--- config.mk ---
export PLATFORM = sky130hd
export DESIGN_NAME = fifo_wptr_ctrl
export DESIGN_NICKNAME = d
export VERILOG_FILES = /design/src/rtl/fifo_pkg.sv /design/src/rtl/bin2gray.sv /design/src/rtl/gray2bin.sv /design/src/rtl/fifo_wptr_ctrl.sv
export SDC_FILE = /design/constraint.sdc
export NUM_CORES = 1
export LEC_CHECK = 0
export CORE_MARGIN = 4
export CORE_UTILIZATION = 50
export DETAILED_ROUTE_END_ITERATION = 10
export PLACE_DENSITY = 0.82
export SLEW_MARGIN = 20
export SYNTH_ARGS = -nofsm -noshare
export SYNTH_HDL_FRONTEND = slang
export SYNTH_SLANG_ARGS = --single-unit
--- constraint.sdc ---
create_clock -name wclk -period 4.2 [get_ports wclk]
set_input_delay 0.42 -clock wclk [delete_from_list [all_inputs] [get_ports wclk]]
set_output_delay 0.42 -clock wclk [all_outputs]
set_load 0.01 [all_outputs]
--- src/rtl/fifo_pkg.sv ---
// fifo_pkg: shared pointer width helper, pointer type and Gray helpers for the async FIFO.
package fifo_pkg;
  localparam logic [1:0] FULL_MSB_INV = 2'b11;
  function automatic int ptr_w(input int addr_w);
    return addr_w + 1;
  endfunction
  localparam int ADDR_W_DEF = 4;
  localparam int PTR_W_DEF = ptr_w(ADDR_W_DEF);
  typedef logic [PTR_W_DEF-1:0] ptr_t;
  function automatic ptr_t bin2gray(input ptr_t bin);
    return bin ^ (bin >> 1);
  endfunction
endpackage

--- src/rtl/bin2gray.sv ---
// bin2gray: combinational binary-to-Gray encoder.
module bin2gray #(
  parameter int W = 5
) (
  input  logic [W-1:0] bin,
  output logic [W-1:0] gray
);
  assign gray = bin ^ (bin >> 1);
endmodule

--- src/rtl/gray2bin.sv ---
// gray2bin: combinational Gray-to-binary decoder.
module gray2bin #(
  parameter int W = 5
) (
  input  logic [W-1:0] gray,
  output logic [W-1:0] bin
);
  for (genvar i = 0; i < W; i++) begin : g_bit
    assign bin[i] = ^gray[W-1:i];
  end
endmodule

--- src/rtl/fifo_wptr_ctrl.sv ---
// fifo_wptr_ctrl: async FIFO write-side pointers and registered full/almost-full/level/overflow status.
// FIFO_OVF_STICKY_EN: adds ovf_clr and makes overflow sticky until cleared.
module fifo_wptr_ctrl
  import fifo_pkg::*;
#(
  parameter int ADDR_W = 4,
  parameter int AF_MARGIN = 2,
  localparam int PTR_W = ptr_w(ADDR_W)
) (
  input  logic              wclk,
  input  logic              wrst,
  input  logic              wr_en,
  input  logic [PTR_W-1:0]  rptr_gray_sync,
`ifdef FIFO_OVF_STICKY_EN
  input  logic              ovf_clr,
`endif
  output logic              wr_accept,
  output logic [ADDR_W-1:0] waddr,
  output logic [PTR_W-1:0]  wptr_gray,
  output logic              full,
  output logic              almost_full,
  output logic [PTR_W-1:0]  wr_level,
  output logic              overflow
);
  localparam logic [PTR_W-1:0] AF_TH = PTR_W'(2**ADDR_W - AF_MARGIN);
  logic [PTR_W-1:0] wbin, wbin_next, wgray_next, rbin_sync, level_next;
  logic full_next;
  assign wr_accept = wr_en && !full;
  assign wbin_next = wbin + PTR_W'(wr_accept);
  assign waddr = wbin[ADDR_W-1:0];
  assign level_next = wbin_next - rbin_sync;
  // Full when write Gray equals read Gray with its two MSBs inverted (one lap ahead).
  assign full_next = wgray_next == {rptr_gray_sync[PTR_W-1:PTR_W-2] ^ FULL_MSB_INV, rptr_gray_sync[PTR_W-3:0]};
  bin2gray #(.W(PTR_W)) u_b2g (.bin(wbin_next), .gray(wgray_next));
  gray2bin #(.W(PTR_W)) u_g2b (.gray(rptr_gray_sync), .bin(rbin_sync));
  always_ff @(posedge wclk or posedge wrst) begin
    if (wrst) begin
      wbin <= '0;
      wptr_gray <= '0;
      full <= 1'b0;
      almost_full <= 1'b0;
      wr_level <= '0;
      overflow <= 1'b0;
    end else begin
      wbin <= wbin_next;
      wptr_gray <= wgray_next;
      full <= full_next;
      almost_full <= level_next >= AF_TH;
      wr_level <= level_next;
`ifdef FIFO_OVF_STICKY_EN
      overflow <= (wr_en && full) || (overflow && !ovf_clr);
`else
      overflow <= wr_en && full;
`endif
    end
  end
endmodule

==> results of run 1 <==
==> kinds of logic (layout without fill, tap and decap cells) <==
kind of cell | Yosys count | in the layout | synth area share
flip-flops | 17 | 17 | 0.435
AO/OA/AOI/OAI | 9 | 9 | 0.0730
adder cells (fa/ha/maj) | 6 | 6 | 0.0845
buffers and inverters | 8 | 36 | 0.0346
XOR/XNOR | 22 | 22 | 0.261
multiplexers | 1 | 1 | 0.0102
AND/OR/NAND/NOR | 15 | 15 | 0.101
==> worst max path at each step <==
stage / start / to / slack (ns) / depth (start not counted)
after global routing: rptr_gray_sync[4] / almost_full$_DFF_PP0_ / 1.05 / 10
final: rptr_gray_sync[4] / almost_full$_DFF_PP0_ / 1.21 / 10
after detailed placement: rptr_gray_sync[4] / almost_full$_DFF_PP0_ / 0.89 / 10
after global placement: rptr_gray_sync[4] / almost_full$_DFF_PP0_ / 0.97 / 10
after floorplan: rptr_gray_sync[4] / almost_full$_DFF_PP0_ / 1.65 / 9
after CTS: rptr_gray_sync[4] / almost_full$_DFF_PP0_ / 1.19 / 10
==> per-layer routing <==
layer,vias up,routed length [microns]
li1,320,-
met1,303,729
met2,22,723
met3,5,125
met4,0,44
met5,-,0
==> cell usage in the layout, fill, tap and decap left out, drive strengths merged, types with 3 or more instances in the layout <==
cell	instances
clkdlybuf4s50	25
dfrtp	17
ha	5
xor2	8
xnor2	12
clkbuf	3
and2	4
inv	7
==> synthesized netlist by cell type (all sizes together), types with 2 or more instances <==
cell / count / area [sq um]
inv: 7 / 26.3
and2: 4 / 27.5
a21oi: 2 / 10.0
xor2: 8 / 96.4
dfrtp: 17 / 425
a31o: 2 / 17.5
nor2: 2 / 7.51
xnor3: 2 / 46.3
o21ai: 2 / 17.5
ha: 5 / 62.6
xnor2: 12 / 113
a311oi: 2 / 17.5
nand3: 2 / 10.0
==> area by class of cell <==
| type | count | area share |
|---|---|---|
| clock buffer | 3 | 0.0176 |
| clock inverter | 1 | 0.00391 |
| inverter | 7 | 0.0205 |
| multi-input combinational | 53 | 0.405 |
| sequential | 17 | 0.333 |
| tap | 25 | 0.0245 |
| timing repair buffer | 25 | 0.196 |
==> where the power goes <==
| part | internal [W] | switching [W] |
|---|---|---|
| clock | 0.0000355 | 0.0000541 |
| combinational | 0.000383 | 0.000335 |
| sequential | 0.000253 | 0.0000530 |
==> stage by stage <==
stage | util | instance area (sq um) | cells
final | 0.717 | 1280 | 131
after global placement | 0.702 | 1250 | 127
after global routing | 0.717 | 1280 | 131
after detailed placement | 0.702 | 1250 | 127
after CTS | 0.717 | 1280 | 131
after floorplan | - | 977 | 78
==> state kept, by name, summed over array words and instances (netlist names) <==
name         cells
wptr_gray        4
wr_level         5
full             1
wbin             5
overflow         1
almost_full      1
==> impl_results.md, run 1 <==
- DR vias/cell: between 4 and 5
- Area delta synth->final: 30.9%
- CTS max path bufs: 2
- RR Startpoint: wbin[0]$_DFF_PP0_
- Drt pass-1 iters: 4
- Synth Register Bits: 17
- DP Worst Slack: ~0.9 ns
- Vias in the first global route: about 630
- DP HPWL: between 1000 and 1500 microns
- CTS Buf Count: 3
- Clock H-tree levels: 1
- Final setup vio count: 0
- Sequential area share after synthesis: 0.435
- M3 GR Usage: 0.0399
- Max Cap Violations: 0
- Final worst path period share: 0.712
- Slew Limit Fails: 0
- Syn_nets: between 90 and 100
- DIE AREA: roughly 0.0027 sq mm
- Post-DRT Antenna Nets: 0
- Min setup slack post-route: roughly 1.2 ns
- Nets: around 120
- Ys Warns: 0
- Cell chain of the critical path: clkdlybuf4s50_1, xnor3_2, xor2_1, xnor2_1, ha_1, fa_1, or2b_1, o21ai_2, xnor2_1, a31o_1
- Hold slack: 0.488 ns
- Number of distinct library cells after synthesis: 29
- Crit path DAT: about 3.2 ns
- Multi-input logic area: 518 sq um
- Fmax: between 300 and 400 MHz
- 1st-iter DRT viols: 6
- Initial antenna violation count: 0
- CTS resizes: 0
- Min Tclk post-route: 2.99 ns
- Fill count: 132
- Status: completed
- Post-Route WL: about 1600 microns
- Req. time, crit path: approximately 4.4 ns
- CTS tree: yes
- Clk Tree Root Cell: clkbuf_4
- Critical path buffers and inverters: 1
- Worst R2R End: almost_full$_DFF_PP0_
- Critical path launch point type: primary input
- # clock sinks: 17
- GRT Total Usage: 0.142
- GP Congestion: slightly above 0.7
- DR vias: 650
- Reg2reg path depth: 8
- Most common cell on crit path: xnor2_1
- Worst Skew: about 0.0035 ns
- Site Rows: 15
- Met1 GRT Util: 0.169
- CP Class: primary input to register
- Hold Violations, Final: 0
- Critical-path top delay cell: clkdlybuf4s50_1
- P_leak: between 0.5 and 0.6 nW
- Core area: 0.00178 sq mm
- Relative slew margins: 0.589
- Async SR Flop Fraction: 1.00
- Drc violations: 0
- Setup TNS Final: 0 ns
- Worst-Margin Slew: slightly above 0.6 ns
- Die height: around 52 microns
- IO Count: 26
- Later-pin clock latency in the skew report: slightly below 0.3 ns
- GRT Residual Overflow: 0
- CP endpoint kind: register
- Largest net degree at the start of global routing: 18
- CP max stage delay: approximately 0.57 ns
- RSZ-0062 raised after global routing: false
- Post-CTS Hold Buffers: 0
- Most used routing layer: met2
- Syn Inst Count: 78
- CTS clk-pin slew, worst paths: roughly 0.10 ns
- Met2 Track Usage GR: 0.226
- # Post-CTS Setup Buffers: 0
- Reg2Reg Setup Slack: roughly 1.8 ns
- Seq. cell area: roughly 430 sq um
- Global-route wire length before repair: 2760 microns
- Hold Crit Class: primary input to asynchronous set/reset pin
- Top_reg_cell synth: dfrtp_1
- Starting Density: 0.548
- Post-synthesis cell area: roughly 1000 sq um
- Tot Pwr: ~0.0011 W
- DIE WIDTH: 52.2 microns
- Number of flops mapped to enable cells by yosys: 0
- Ant diodes: 0
- PortBufs: 25
- PwrDens: ~870 mW/mm^2
- CP max FO: 5
- Post-synthesis area per instance: 12.5 sq um
- Fraction of layout cells with a size suffix above 1: 0.123
- Delay-heaviest family, CP: XOR/XNOR gates
- WL/cell: around 12 microns
- Peak VDD IR: slightly below 500 uV
Power figures use the tool's default switching activity.
==> inputs of run 2 (changes only) <==
--- a/config.mk
+++ b/config.mk
@@ -6,9 +6,9 @@
 export NUM_CORES = 1
 export LEC_CHECK = 0
 export CORE_MARGIN = 4
-export CORE_UTILIZATION = 50
+export CORE_UTILIZATION = 47
 export DETAILED_ROUTE_END_ITERATION = 10
-export PLACE_DENSITY = 0.82
+export PLACE_DENSITY = 0.78
 export SLEW_MARGIN = 20
 export SYNTH_ARGS = -nofsm -noshare
 export SYNTH_HDL_FRONTEND = slang
==> constraint.sdc (replaced) <==
create_clock -name wclk -period 3 [get_ports wclk]
set_input_delay 0.3 -clock wclk [delete_from_list [all_inputs] [get_ports wclk]]
set_output_delay 0.3 -clock wclk [all_outputs]
set_load 0.01 [all_outputs]
==> run 2 against run 1 <==
Compared with the run above: worst setup slack got worse by 0.93 ns; wire length rose by 12%; global-route usage grew 0.39 points; final cell count is 5.3% higher; worst hold slack worse by 0.091 ns; sequential share of layout area down 1.0 points; power grew 44%; final area is 3.1% higher; via count increased by 3.2%; highest routed layer unchanged; clock skew down 0.0019 ns; largest cell class unchanged; first-iteration DRC count rose by 17%.
==> impl_results.md, run 2 (synthesis gave the netlist of run 1 again) <==
- Status: completed (unchanged)
- Critical path launch point type: primary input (unchanged)
- DIE AREA: 0.00287 sq mm (was 0.00273 sq mm)
- Fmax: between 300 and 400 MHz
- Cell chain of the critical path: clkdlybuf4s50_1, xnor3_2, xor2_1, xnor2_1, ha_1, fa_1, or2b_1, o21ai_2, xnor2_1, a31o_1 (unchanged)
- Worst-Margin Slew: 0.632 ns (was 0.615 ns)
- Reg2reg path depth: 8 (unchanged)
- Critical path buffers and inverters: 1 (unchanged)
- Slew Limit Fails: 0 (unchanged)
- PortBufs: 25 (unchanged)
- CTS tree: yes (unchanged)
- Post-DRT Antenna Nets: 0 (unchanged)
- Clk Tree Root Cell: clkbuf_4 (unchanged)
- 1st-iter DRT viols: 7 (was 6)
- Hold slack: 0.398 ns (was 0.488 ns)
- Most frequent cells in the layout: clkdlybuf4s50_1, dfrtp_1, xnor2_1 (unchanged)
- Later-pin clock latency in the skew report: 0.28 ns (was 0.29 ns)
- Starting Density: 0.498 (was 0.548)
- Initial antenna violation count: 0 (unchanged)
- Hold Violations, Final: 0 (unchanged)
- Critical-path top delay cell: clkdlybuf4s50_1 (unchanged)
- Commonest non-fill, non-tap cell in the layout: clkdlybuf4s50_1 (unchanged)
- Core area: 0.00196 sq mm (was 0.00178 sq mm)
- CTS clk-pin slew, worst paths: 0.10 ns (about the same)
- Clock H-tree levels: 1 (unchanged)
- P_leak: 0.593 nW (was 0.569 nW)
- Drt pass-1 iters: 4 (unchanged)
- PwrDens: 1220 mW/mm^2 (was 871 mW/mm^2)
- Req. time, crit path: 3.18 ns (was 4.39 ns)
- Final worst path period share: 0.906
- Regs by FF count: wbin x5, wr_level x5, wptr_gray x4 (unchanged)
- Nets: 126 (was 121)
- GRT Residual Overflow: 0 (unchanged)
- CP max FO: 3 (was 5)
- CP max stage delay: 0.48 ns (was 0.57 ns)
- RSZ-0062 raised after global routing: false (unchanged)
- Global-route wire length before repair: 2950 microns (was 2760 microns)
- Fraction of layout cells with a size suffix above 1: 0.162 (was 0.123)
- Tot Pwr: 0.00161 W (was 0.00111 W)
- Site Rows: 16 (was 15)
- DP HPWL: 1450 microns (was 1290 microns)
- Die height: 53.6 microns (was 52.2 microns)
- # Post-CTS Setup Buffers: 0 (unchanged)
- Worst Skew: 0.00160 ns (was 0.00346 ns)
- CTS max path bufs: 2 (unchanged)
- Post-CTS Hold Buffers: 0 (unchanged)
- Final core occ: 0.672 (was 0.717)
- Final setup vio count: 0 (unchanged)
- CP Depth: 10 (unchanged)
- Drc violations: 0 (unchanged)
- CP Class: primary input to register (unchanged)
- Post-Route WL: 1820 microns (was 1620 microns)
- Crit path DAT: 2.90 ns (was 3.18 ns)
- Most common cell on crit path: xnor2_1 (unchanged)
- Min Tclk post-route: roughly 2.7 ns
- GP Congestion: 0.781 (was 0.707)
- DR vias/cell: 4.86 (was 4.96)
- Delay-heaviest family, CP: XOR/XNOR gates (unchanged)
- WL/cell: 13.2 microns (was 12.4 microns)
- Hold Crit Class: primary input to asynchronous set/reset pin (unchanged)
- CTS resizes: 0 (unchanged)
- Vias in the first global route: 675 (was 625)
- # clock sinks: 17 (unchanged)
- CP endpoint kind: register (unchanged)
- Peak VDD IR: 699 uV (was 485 uV)
- Largest net degree at the start of global routing: 18 (unchanged)
- DR vias: 671 (was 650)
- CTS Buf Count: 3 (unchanged)
- GRT Total Usage: 0.146 (was 0.142)
- Relative slew margins: 0.578 (was 0.589)
- IO Count: 26 (unchanged)
- DIE WIDTH: 53.6 microns (was 52.2 microns)
- Area delta synth->final: 35.0% (was 30.9%)
- Ant diodes: 0 (unchanged)
- Max Cap Violations: 0 (unchanged)
-- run 2: where the power goes --
| part | switching (W) | leakage, nW | internal, W |
|---|---|---|---|
| clock network | 0.0000708 | 0.0177 | 0.0000495 |
| logic | 0.000494 | 0.373 | 0.000564 |
| registers | 0.0000730 | 0.203 | 0.000354 |
-- run 2: cell type report --
| type | count | area (sq um) |
|---|---|---|
| fillers | 180 | 643 |
| inverters | 7 | 26.3 |
| multi-input cells | 53 | 518 |
| clock inverters | 1 | 5.00 |
| flip-flops and latches | 17 | 425 |
| well taps | 27 | 33.8 |
| repair buffers | 30 | 288 |
| clock buffers | 3 | 22.5 |
-- run 2: worst paths after layout --
kind,start,end,slack (ns)
worst min register to register,full$_DFF_PP0_,overflow$_DFF_PP0_,0.57
max in group asynchronous,wrst,wptr_gray[0]$_DFF_PP0_,2.20
min in group wclk,full$_DFF_PP0_,overflow$_DFF_PP0_,0.57
worst max register to register,full$_DFF_PP0_,almost_full$_DFF_PP0_,0.61
worst max-delay path,rptr_gray_sync[4],almost_full$_DFF_PP0_,0.28
worst min-delay path,wrst,wbin[3]$_DFF_PP0_,0.40
-- run 2: routing by layer --
layer | vias up | share of wire | wire, microns | track usage
li1 | 324 | - | - | -
met3 | 4 | 0.060 | 109 | 0.0332
met4 | 0 | 0.014 | 26 | 0.0766
met2 | 24 | 0.50 | 915 | 0.251
met5 | - | 0 | 0 | 0
met1 | 319 | 0.42 | 769 | 0.169
-- run 2: worst reg2reg max path: stages, from the launching register on --
cell and delay (ns):
dfrtp_1 0.42, and3b_1 0.29, ha_1 0.29, xor2_4 0.33, ha_1 0.32, a21oi_1 0.17
o21ai_2 0.09, xor2_2 0.15, a31o_1 0.21
-- run 2: per-stage QoR --
stage / TNS (ns) / instance area (sq um) / instances / setup slack [ns]
6_report: 0 / 1320 / 138 / 0.281
5_1_grt: 0 / 1320 / 138 / 0.194
4_1_cts: 0 / 1320 / 138 / 0.271
3_5_place_dp: -0.0223 / 1290 / 134 / -0.0223
3_3_place_gp: 0 / 1290 / 134 / 0.0650
2_1_floorplan: 0 / 977 / 78 / 0.572
==> inputs of run 3 (changes only) <==
--- a/config.mk
+++ b/config.mk
@@ -6,9 +6,9 @@
 export NUM_CORES = 1
 export LEC_CHECK = 0
 export CORE_MARGIN = 4
-export CORE_UTILIZATION = 47
+export CORE_UTILIZATION = 35
 export DETAILED_ROUTE_END_ITERATION = 10
-export PLACE_DENSITY = 0.78
+export SKIP_LAST_GASP = 1
 export SLEW_MARGIN = 20
 export SYNTH_ARGS = -nofsm -noshare
 export SYNTH_HDL_FRONTEND = slang
==> run 3 against run 2 <==
Compared with the run above: critical path type unchanged; first-iteration DRC count down 14%; register-to-register slack gained 0.15 ns; worst hold slack got worse by 0.010 ns; sequential power is essentially flat; power increased by 1.2%.
==> impl_results.md, run 3 (synthesis gave the netlist of run 1 again) <==
- DP HPWL: 1460 microns (was 1450 microns)
- Slew Limit Fails: 0 (unchanged)
- DIE WIDTH: 60.8 microns (was 53.6 microns)
- Gate power share: 0.659 (about the same)
- # clock sinks: 17 (unchanged)
- Tot Pwr: 0.00163 W (was 0.00161 W)
- Final worst path period share: 0.888 (was 0.906)
- DR vias/cell: 4.66 (was 4.86)
- Commonest non-fill, non-tap cell in the layout: clkdlybuf4s50_1 (unchanged)
- DR vias: 667 (was 671)
- 1st-iter DRT viols: 6 (was 7)
- Multi-input logic area: 518 sq um (unchanged)
- Clk Tree Root Cell: clkbuf_4 (unchanged)
- Hold Crit Class: primary input to asynchronous set/reset pin (unchanged)
- Final setup vio count: 0 (unchanged)
- Most common cell on crit path: xnor2_1 (unchanged)
- Regs by FF count: wbin x5, wr_level x5, wptr_gray x4 (unchanged)
- Met2 WL: 805 microns (was 915 microns)
- Later-pin clock latency in the skew report: 0.29 ns (was 0.28 ns)
- Fill count: 244 (was 180)
- Critical path launch point type: primary input (unchanged)
- Most frequent cells in the layout: clkdlybuf4s50_1, dfrtp_1, xnor2_1 (unchanged)
- Wire length on met3: 124 microns (was 109 microns)
- Clock share of power: 0.077 (was 0.075)
- Int Pwr: 0.000991 W (was 0.000968 W)
- Req. time, crit path: 3.19 ns (was 3.18 ns)
- Starting Density: 0.381 (was 0.498)
- WL/cell: 12.6 microns (was 13.2 microns)
- Crit path DAT: 2.85 ns (was 2.90 ns)
- Site Rows: 18 (was 16)
- GRT Residual Overflow: 0 (unchanged)
- Worst Skew: 0.00641 ns (was 0.00160 ns)
- Drc violations: 0 (unchanged)
- Relative slew margins: 0.566 (was 0.578)
- Post-DRT Antenna Nets: 0 (unchanged)
- # Post-CTS Setup Buffers: 0 (unchanged)
- GP Congestion: 0.772 (was 0.781)
- Nets: 128 (was 126)
- Switching share of power: 0.391 (was 0.397)
- CTS tree: yes (unchanged)
- GRT Total Usage: 0.114 (was 0.146)
- CP max stage delay: 0.48 ns (about the same)
- Critical-path top delay cell: clkdlybuf4s50_1 (unchanged)
- Core area: 0.00257 sq mm (was 0.00196 sq mm)
- Initial antenna violation count: 0 (unchanged)
- Drt pass-1 iters: 2 (was 4)
- Max Cap Violations: 0 (unchanged)
- Cell chain of the critical path: clkdlybuf4s50_1, xnor3_2, xor2_1, xnor2_1, ha_1, fa_1, or2b_1, o21ai_2, xnor2_1, a31o_1 (unchanged)
- Peak VDD IR: 616 uV (was 699 uV)
- PwrDens: 1220 mW/mm^2 (about the same)
- Largest net degree at the start of global routing: 18 (unchanged)
- Area delta synth->final: 36.9% (was 35.0%)
- Critical path buffers and inverters: 1 (unchanged)
- Worst-Margin Slew: 0.650 ns (was 0.632 ns)
- Min Tclk post-route: 2.66 ns (was 2.72 ns)
- IO Count: 26 (unchanged)
- Hold Violations, Final: 0 (unchanged)
- CP Class: primary input to register (unchanged)
- Clock H-tree levels: 1 (unchanged)
- CP endpoint kind: register (unchanged)
- Setup TNS Final: 0 ns (unchanged)
- Fmax: 376 MHz (was 368 MHz)
- CTS resizes: 0 (unchanged)
- Die height: 60.8 microns (was 53.6 microns)
- Post-CTS Hold Buffers: 0 (unchanged)
- Post-Route WL: 1800 microns (was 1820 microns)
- CTS max path bufs: 2 (unchanged)
- Met1 wire length: 852 microns (was 769 microns)
- Seq. cell area: 425 sq um (unchanged)
- PortBufs: 25 (unchanged)
- CTS Buf Count: 3 (unchanged)
- Status: completed (unchanged)
- CP max FO: 3 (unchanged)
- Fraction of layout cells with a size suffix above 1: 0.177 (was 0.162)
- Vias in the first global route: 688 (was 675)
- Psw: 0.000635 W (was 0.000638 W)
- Global-route wire length before repair: 3090 microns (was 2950 microns)
- Ant diodes: 0 (unchanged)
- DIE AREA: 0.00370 sq mm (was 0.00287 sq mm)
- P_leak: 0.603 nW (was 0.593 nW)
- RSZ-0062 raised after global routing: false (unchanged)
- Delay-heaviest family, CP: XOR/XNOR gates (unchanged)
- CTS clk-pin slew, worst paths: 0.11 ns (was 0.10 ns)
- DR top layer: met4 (unchanged)
- Sequential power share: 0.264 (was 0.266)
## run 3: cell types whose count changed in the layout (fill, tap and decap cells not counted)
cell,before,now
buf_4,5,7
## run 3: metal layers
layer  global-route usage  up-vias
li1                     -      329
met1                0.150      314
met2                0.173       22
met3               0.0362        2
met4               0.0464        0
met5                    0        -
## run 3: final cells by class
cell class | instances | share of cell area
sequential | 17 | 0.318
tap | 30 | 0.0281
multi-input combinational | 53 | 0.387
clock buffer | 3 | 0.0168
clock inverter | 1 | 0.00374
timing repair buffer | 32 | 0.226
inverter | 7 | 0.0196
## run 3: power by group through the flow
stage | logic (W) | clock network [W] | registers (W)
floorplan | 0.000639 | 0 | 0.000478
global placement | 0.00108 | 0 | 0.000432
detailed placement | 0.00109 | 0 | 0.000436
CTS | 0.00110 | 0.000130 | 0.000432
global route | 0.00119 | 0.000149 | 0.000442
finish | 0.00107 | 0.000126 | 0.000429
## run 3: final timing paths
| check | start | end | slack, ns | depth (start not counted) |
|---|---|---|---|---|
| max in group asynchronous | wrst | wr_level[2]$_DFF_PP0_ | 2.19 | 2 |
| setup / recovery | rptr_gray_sync[4] | almost_full$_DFF_PP0_ | 0.34 | 10 |
| setup reg to reg | wbin[0]$_DFF_PP0_ | almost_full$_DFF_PP0_ | 0.76 | 8 |
| min in group wclk | full$_DFF_PP0_ | overflow$_DFF_PP0_ | 0.57 | 1 |
| hold reg to reg | full$_DFF_PP0_ | overflow$_DFF_PP0_ | 0.57 | 1 |
| hold / removal | wrst | wptr_gray[3]$_DFF_PP0_ | 0.39 | 2 |
## run 3: worst register-to-register path: cells and delay by family, from the launching register on
family | cells | cell delay [ns]
AND/OR/NAND/NOR | 2 | 0.47
flip-flops | 1 | 0.43
adder cells (fa/ha/maj) | 2 | 0.76
XOR/XNOR | 1 | 0.09
buffers and inverters | 1 | 0.09
AO/OA/AOI/OAI | 2 | 0.30
## run 3: stage by stage
step	instances	area [sq um]	hold WS [ns]	setup slack, ns	utilization
3_3_place_gp	139	1310	0.542	0.0499	0.510
4_1_cts	143	1340	0.411	0.320	0.521
3_5_place_dp	139	1310	0.540	0.00807	0.510
2_1_floorplan	78	977	0.226	0.572	-
6_report	143	1340	0.388	0.337	0.521
5_1_grt	143	1340	0.436	0.182	0.521
